==> src/rtl/brick_align_game.sv <==
`default_nettype none
// ============================================================================
// Module   : brick_align_game
// Purpose  : Game engine for the three-brick alignment game. Three bricks
//            bounce across rows of WIDTH positions, one row at a time. A stop
//            press freezes the active brick. After the third freeze the three
//            positions are compared, producing a one-cycle aligne pulse or a
//            held perdu level. Every won round shortens the brick step period.
// Ports    : clk    - system clock
//            reset  - synchronous, active-low reset
//            tick   - one-cycle time-base enable
//            stop   - one-cycle debounced player press
//            leds   - 3 rows of WIDTH one-hot brick positions (row k at k*WIDTH)
//            aligne - registered one-cycle pulse on a successful round
//            perdu  - registered level, high while the round is lost
//            level  - rounds won since start, saturating at 15
// Revision : 1.0 - initial release
// ============================================================================
module brick_align_game #(
    parameter int WIDTH     = 8,
    parameter int START_DIV = 8,
    parameter int MIN_DIV   = 1
) (
    input  logic                 clk,
    input  logic                 reset,
    input  logic                 tick,
    input  logic                 stop,
    output logic [3*WIDTH-1:0]   leds,
    output logic                 aligne,
    output logic                 perdu,
    output logic [3:0]           level
);

    localparam int c_POS_W = (WIDTH > 2) ? $clog2(WIDTH) : 1;

    localparam logic [c_POS_W-1:0] c_POS_MAX    = c_POS_W'(WIDTH - 1);
    localparam logic [c_POS_W-1:0] c_POS_MAX_M1 = c_POS_W'(WIDTH - 2);
    localparam logic [c_POS_W-1:0] c_POS_ONE    = c_POS_W'(1);
    localparam logic [7:0]         c_START_DIV  = 8'(START_DIV);
    localparam logic [7:0]         c_MIN_DIV    = 8'(MIN_DIV);

    // The low two bits of the move states double as the active row index.
    localparam logic [2:0] c_S_MOVE0 = 3'd0;
    localparam logic [2:0] c_S_MOVE1 = 3'd1;
    localparam logic [2:0] c_S_MOVE2 = 3'd2;
    localparam logic [2:0] c_S_CHECK = 3'd3;
    localparam logic [2:0] c_S_LOST  = 3'd4;

    logic [2:0]         r_state,   w_state_nxt;
    logic [c_POS_W-1:0] r_pos     [3];
    logic [c_POS_W-1:0] w_pos_nxt [3];
    logic               r_dir,     w_dir_nxt;
    logic [7:0]         r_div,     w_div_nxt;
    logic [7:0]         r_div_cnt, w_div_cnt_nxt;
    logic               r_aligne,  w_aligne_nxt;
    logic               r_perdu,   w_perdu_nxt;
    logic [3:0]         r_level,   w_level_nxt;

    logic [1:0]         w_idx;
    logic [c_POS_W-1:0] w_act_pos;
    logic [c_POS_W-1:0] w_step_pos;
    logic               w_step_dir;
    logic [2:0]         w_row_en;

    assign w_idx = r_state[1:0];

    // Position of the brick currently moving (only meaningful in MOVEk).
    always_comb begin
        case (w_idx)
            2'd1:    w_act_pos = r_pos[1];
            2'd2:    w_act_pos = r_pos[2];
            default: w_act_pos = r_pos[0];
        endcase
    end

    // Bounce: the brick reverses on reaching either end of the row.
    always_comb begin
        w_step_pos = w_act_pos;
        w_step_dir = r_dir;
        if (r_dir) begin
            if (w_act_pos == c_POS_MAX) begin
                w_step_pos = c_POS_MAX_M1;
                w_step_dir = 1'b0;
            end else begin
                w_step_pos = w_act_pos + c_POS_ONE;
            end
        end else begin
            if (w_act_pos == '0) begin
                w_step_pos = c_POS_ONE;
                w_step_dir = 1'b1;
            end else begin
                w_step_pos = w_act_pos - c_POS_ONE;
            end
        end
    end

    // Next-state and datapath logic.
    always_comb begin
        w_state_nxt   = r_state;
        w_pos_nxt     = r_pos;
        w_dir_nxt     = r_dir;
        w_div_nxt     = r_div;
        w_div_cnt_nxt = r_div_cnt;
        w_aligne_nxt  = 1'b0;
        w_perdu_nxt   = r_perdu;
        w_level_nxt   = r_level;

        case (r_state)
            c_S_MOVE0, c_S_MOVE1, c_S_MOVE2: begin
                if (stop) begin
                    // Stop takes priority over a coincident step: the active
                    // brick keeps its pre-step position.
                    w_div_cnt_nxt = 8'd0;
                    w_dir_nxt     = 1'b1;
                    case (r_state)
                        c_S_MOVE0: begin
                            w_pos_nxt[1] = '0;
                            w_state_nxt  = c_S_MOVE1;
                        end
                        c_S_MOVE1: begin
                            w_pos_nxt[2] = '0;
                            w_state_nxt  = c_S_MOVE2;
                        end
                        default: w_state_nxt = c_S_CHECK;
                    endcase
                end else if (tick) begin
                    if (r_div_cnt == r_div - 8'd1) begin
                        w_div_cnt_nxt = 8'd0;
                        w_dir_nxt     = w_step_dir;
                        for (int i = 0; i < 3; i++) begin
                            if (w_idx == 2'(i)) w_pos_nxt[i] = w_step_pos;
                        end
                    end else begin
                        w_div_cnt_nxt = r_div_cnt + 8'd1;
                    end
                end
            end

            c_S_CHECK: begin
                if ((r_pos[0] == r_pos[1]) && (r_pos[1] == r_pos[2])) begin
                    w_aligne_nxt  = 1'b1;
                    w_level_nxt   = (r_level == 4'd15) ? r_level : r_level + 4'd1;
                    w_div_nxt     = (r_div > c_MIN_DIV) ? r_div - 8'd1 : c_MIN_DIV;
                    w_pos_nxt     = '{default: '0};
                    w_dir_nxt     = 1'b1;
                    w_div_cnt_nxt = 8'd0;
                    w_state_nxt   = c_S_MOVE0;
                end else begin
                    w_perdu_nxt = 1'b1;
                    w_state_nxt = c_S_LOST;
                end
            end

            c_S_LOST: begin
                if (stop) begin
                    w_perdu_nxt   = 1'b0;
                    w_level_nxt   = 4'd0;
                    w_div_nxt     = c_START_DIV;
                    w_pos_nxt     = '{default: '0};
                    w_dir_nxt     = 1'b1;
                    w_div_cnt_nxt = 8'd0;
                    w_state_nxt   = c_S_MOVE0;
                end
            end

            default: w_state_nxt = c_S_MOVE0;
        endcase
    end

    always_ff @(posedge clk) begin
        if (!reset) begin
            r_state   <= c_S_MOVE0;
            r_pos     <= '{default: '0};
            r_dir     <= 1'b1;
            r_div     <= c_START_DIV;
            r_div_cnt <= 8'd0;
            r_aligne  <= 1'b0;
            r_perdu   <= 1'b0;
            r_level   <= 4'd0;
        end else begin
            r_state   <= w_state_nxt;
            r_pos     <= w_pos_nxt;
            r_dir     <= w_dir_nxt;
            r_div     <= w_div_nxt;
            r_div_cnt <= w_div_cnt_nxt;
            r_aligne  <= w_aligne_nxt;
            r_perdu   <= w_perdu_nxt;
            r_level   <= w_level_nxt;
        end
    end

    // Row k is shown once its brick has started moving; all rows stay lit
    // through CHECK and LOST.
    assign w_row_en[0] = 1'b1;
    assign w_row_en[1] = (r_state != c_S_MOVE0);
    assign w_row_en[2] = (r_state != c_S_MOVE0) && (r_state != c_S_MOVE1);

    generate
        for (genvar k = 0; k < 3; k++) begin : g_row
            assign leds[k*WIDTH +: WIDTH] =
                w_row_en[k] ? ({{(WIDTH-1){1'b0}}, 1'b1} << r_pos[k]) : '0;
        end
    endgenerate

    assign aligne = r_aligne;
    assign perdu  = r_perdu;
    assign level  = r_level;

endmodule
`default_nettype wire

==> config.mk <==
export PLATFORM = sky130hd
export DESIGN_NAME = brick_align_game
export DESIGN_NICKNAME = d
export VERILOG_FILES = /design/src/rtl/brick_align_game.sv
export SDC_FILE = /design/constraint.sdc
export NUM_CORES = 1
export LEC_CHECK = 0
export ABC_CLOCK_PERIOD_IN_PS = 3700
export CORE_ASPECT_RATIO = 0.8
export CORE_UTILIZATION = 40
export DETAILED_ROUTE_END_ITERATION = 16
export HOLD_SLACK_MARGIN = 0.15
export PLACE_DENSITY = 0.73
export SYNTH_ARGS = -nofsm -noshare
export SYNTH_HDL_FRONTEND = slang
export SYNTH_SLANG_ARGS = --single-unit
export TNS_END_PERCENT = 20
==> constraint.sdc <==
create_clock -name clk -period 3.7 [get_ports clk]
set_clock_uncertainty 0.15 [all_clocks]
set_input_delay 0.555 -clock clk [delete_from_list [all_inputs] [get_ports clk]]
set_output_delay 0.555 -clock clk [all_outputs]
set_load 0.01 [all_outputs]
==> results.md <==
* Outcome: finished clean
* R2r setup slk at roughly 0.89 ns
* Yosys top cell area share at 27.9%
* Ys async rst share at 0%
* Die area at 6600 sq um
* CTS Buf Count at 5
* Clock latency on the worst-skew pair at 0.30 ns
* Final hold violations at 0
* Min Clock Period, post-route at around 2.9 ns
* Crit-path slowest cell: clkdlybuf4s50_1
* Post-Syn Area at between 2000 and 3000 sq um
* Worst vdd ir at roughly 190 uV
* Overall Global Routing Usage at a little under a fifth
* Share of layout cells above drive strength 1 at between 7 and 8%
* DR vias at between 2000 and 2500
* Area growth, synth to finish at 19.4%
* EDFF count, synth at 0
* Met1 GRT Util at between 20 and 25%
* Layout Nets at between 300 and 400
* Routed len/inst at 13.6 microns
* Antenna cells at 0
* Tcrit/Tclk final at about four fifths
* DR DRC count at 0
* Net Switching at 342 uW
* Iteration count of the initial detailed-routing pass at 5
* Starting density of the core at a little over two fifths
* H-tree levels at 2
* Syn nets at between 300 and 400
* PostCTS Resize Cnt at 0
* Critical Path AT at ~2.2 ns
* Tightest Pin Transition at ~0.88 ns
* Remaining Overflow, GRT at 0
* Post-CTS setup repair buffer count at 0
* Max Slew Vio Count at 0
* Root Driver: clkbuf_8
* Register area share after synthesis at 27.9%
* DR vias/cell at 5.34
* Comb pwr share at a little over a quarter
* Total wire length at about 5700 microns
* Min Hold Slack at ~0.37 ns
* Internal power at 785 uW
* Port buffer count at 33
* Crit Path Category: register to primary output
* Worst Setup SP: r_state[0]
* Final setup violation count at 0
* Post-route ant nets at 0
* Hold Path Class: register to register
* FP Rows at 25
* GP Congestion at 0.910
* Clock Pin Slew Worst Setup and Hold Paths at roughly 0.07 ns
* P_leak at 0.00107 uW
* Crit-path max FO at 7
* RR Startpoint: r_div[2]
* Cells along the critical path: inv_1 -> ha_1 -> nor2_1 -> o21ai_0 -> nor3_1 -> clkdlybuf4s50_1
* Met2 global-route usage at between 20% and 30%
* Synth Register Bits at 35
* Largest net degree at the start of global routing at 26
* Worst Path Required at roughly 3.0 ns
* Fmax at around 0.34 GHz
* Reg2Reg Depth at 6
* Die extent in x at around 91 microns
* Setup crit end: leds[20]
* Die height at about 73 microns
* Core Region at roughly 6000 sq um
* Drt first-iter violations at 94
* Yosys Warn Count at 0
* Vias in the first global route at 2060
* Clock Power Share at 36.8%
* Gr busiest metal: met2
* Post-Syn Instances at 320
* Rel. slew slack at about two fifths
* Critical R2R Capture: r_pos[1]
* Met3 Use GR at under 10%
* Top cells by area, synth: dfxtp_1 (28%), nor2_1 (6.4%), ha_1 (6.0%)
* Slowest stage delay, CP at between 0.5 and 0.6 ns
* CP endpoint kind: primary output
* Sequential fraction of design power at between 30% and 40%
* IO Pins at 34
* TritonCTS clock tree: built
* Power per cell area at 376 nW/um^2
* Clk buf depth at 2
* Max cap viols at 0
* DP HPWL at between 4000 and 5000 microns
* Synth cell types at 52
* Prevailing post-synth register cell: dfxtp_1
* Hold path start: perdu
* Antenna violations before repair at 0
* Hold buffers post-CTS at 0
* Setup_tns at 0 ns
* Sw Ratio at a little under a third
* Unrepaired setup endpoints after global routing: false
* Global-route wire length before repair at roughly 10000 microns
* Clock Sinks at 35
* Area leader, netlist: dfxtp_1
* Crit start category: register
* Avg Synthesized Cell Area at 7.85 sq um
## flip-flops by register name, indices dropped and copies added, names as in the netlist
name / flops
aligne: 1
r_dir: 1
r_div_cnt: 8
perdu: 1
level: 4
r_div: 8
r_state: 3
r_pos: 9
## power by group through the flow
stage	combinational (uW)	sequential [uW]	clock [uW]
after floorplan	231	414	0
after global placement	286	425	0
after detailed placement	291	426	0
after CTS	293	417	422
after global routing	329	420	443
final	295	417	415
## metal layers
layer | share of wire [%] | wire [microns]
met1 | 50 | 2850
met2 | 45 | 2580
met3 | 3.9 | 224
met4 | 1.4 | 81
met5 | 0 | 0
## cell usage in the layout (no fill, tap or decap), types with 12 or more instances in the layout
master           count
nand2_1             22
nor3_1              15
ha_1                12
dfxtp_1             35
nor2_1              43
nand3_1             13
o21ai_0             12
clkdlybuf4s50_1     33
xnor2_1             17
inv_1               14
## final cells by class
cell class | count | area, sq um
Fill cell | 560 | 2970
Multi-Input combinational cell | 250 | 1670
Sequential cell | 35 | 701
Timing Repair Buffer | 35 | 345
Tap cell | 81 | 101
Clock buffer | 6 | 72.6
Clock inverter | 2 | 60.1
Inverter | 14 | 52.6
## critical path: cells and delay by family (launching register included)
| family | cells | cell delay (ns) |
|---|---|---|
| simple gates | 2 | 0.35 |
| fa+ha+maj | 1 | 0.31 |
| buf+inv | 2 | 0.66 |
| compound gates | 1 | 0.19 |
| flops | 1 | 0.39 |
## stage by stage
step                worst slack (ns)  power (uW)  instances  instance area, sq um  utilization [%]
global route                   0.582        1190        423                  3000             50.2
floorplan                       1.10         644        320                  2510                -
global placement               0.855         711        415                  2870             48.0
finish                         0.786        1130        423                  3000             50.2
CTS                            0.786        1130        423                  3000             50.2
detailed placement             0.800         717        415                  2870             48.0
## kinds of logic (layout without fill, tap and decap cells)
logic type	count (synthesis)	after routing	synth area share, %
AND/OR/NAND/NOR	147	147	30.9
flip-flops	35	35	27.9
XOR/XNOR	21	21	7.32
buffers and inverters	35	57	5.73
AO/OA/AOI/OAI	59	59	17.8
multiplexers	11	11	4.38
adder cells (fa/ha/maj)	12	12	5.98
## Yosys cell counts, types with 3 or more instances
| library cell | count |
|---|---|
| o21ai_0 | 12 |
| clkbuf_1 | 16 |
| xnor2_1 | 17 |
| and3_1 | 3 |
| nand2_1 | 22 |
| a21oi_1 | 11 |
| nor3_1 | 15 |
| dfxtp_1 | 35 |
| xor2_1 | 4 |
| nor3b_1 | 11 |
| nor2b_1 | 4 |
| nand2b_1 | 8 |
| o21a_1 | 3 |
| inv_1 | 14 |
| or3_1 | 7 |
| or2_2 | 4 |
| a21boi_0 | 6 |
| nor2_1 | 43 |
| a32o_1 | 3 |
| mux2i_1 | 11 |
| ha_1 | 12 |
| buf_2 | 4 |
| nand3_1 | 13 |
| and2_1 | 3 |
## how the worst min path moves through the flow
stage	to	slack [ns]	cells past startpoint
final	perdu	0.37	2
after global routing	perdu	0.39	2
after CTS	perdu	0.37	2
after detailed placement	perdu	0.35	2
after global placement	perdu	0.33	2
after floorplan	r_pos[2]	0.32	2
Power figures use the tool's default switching activity.
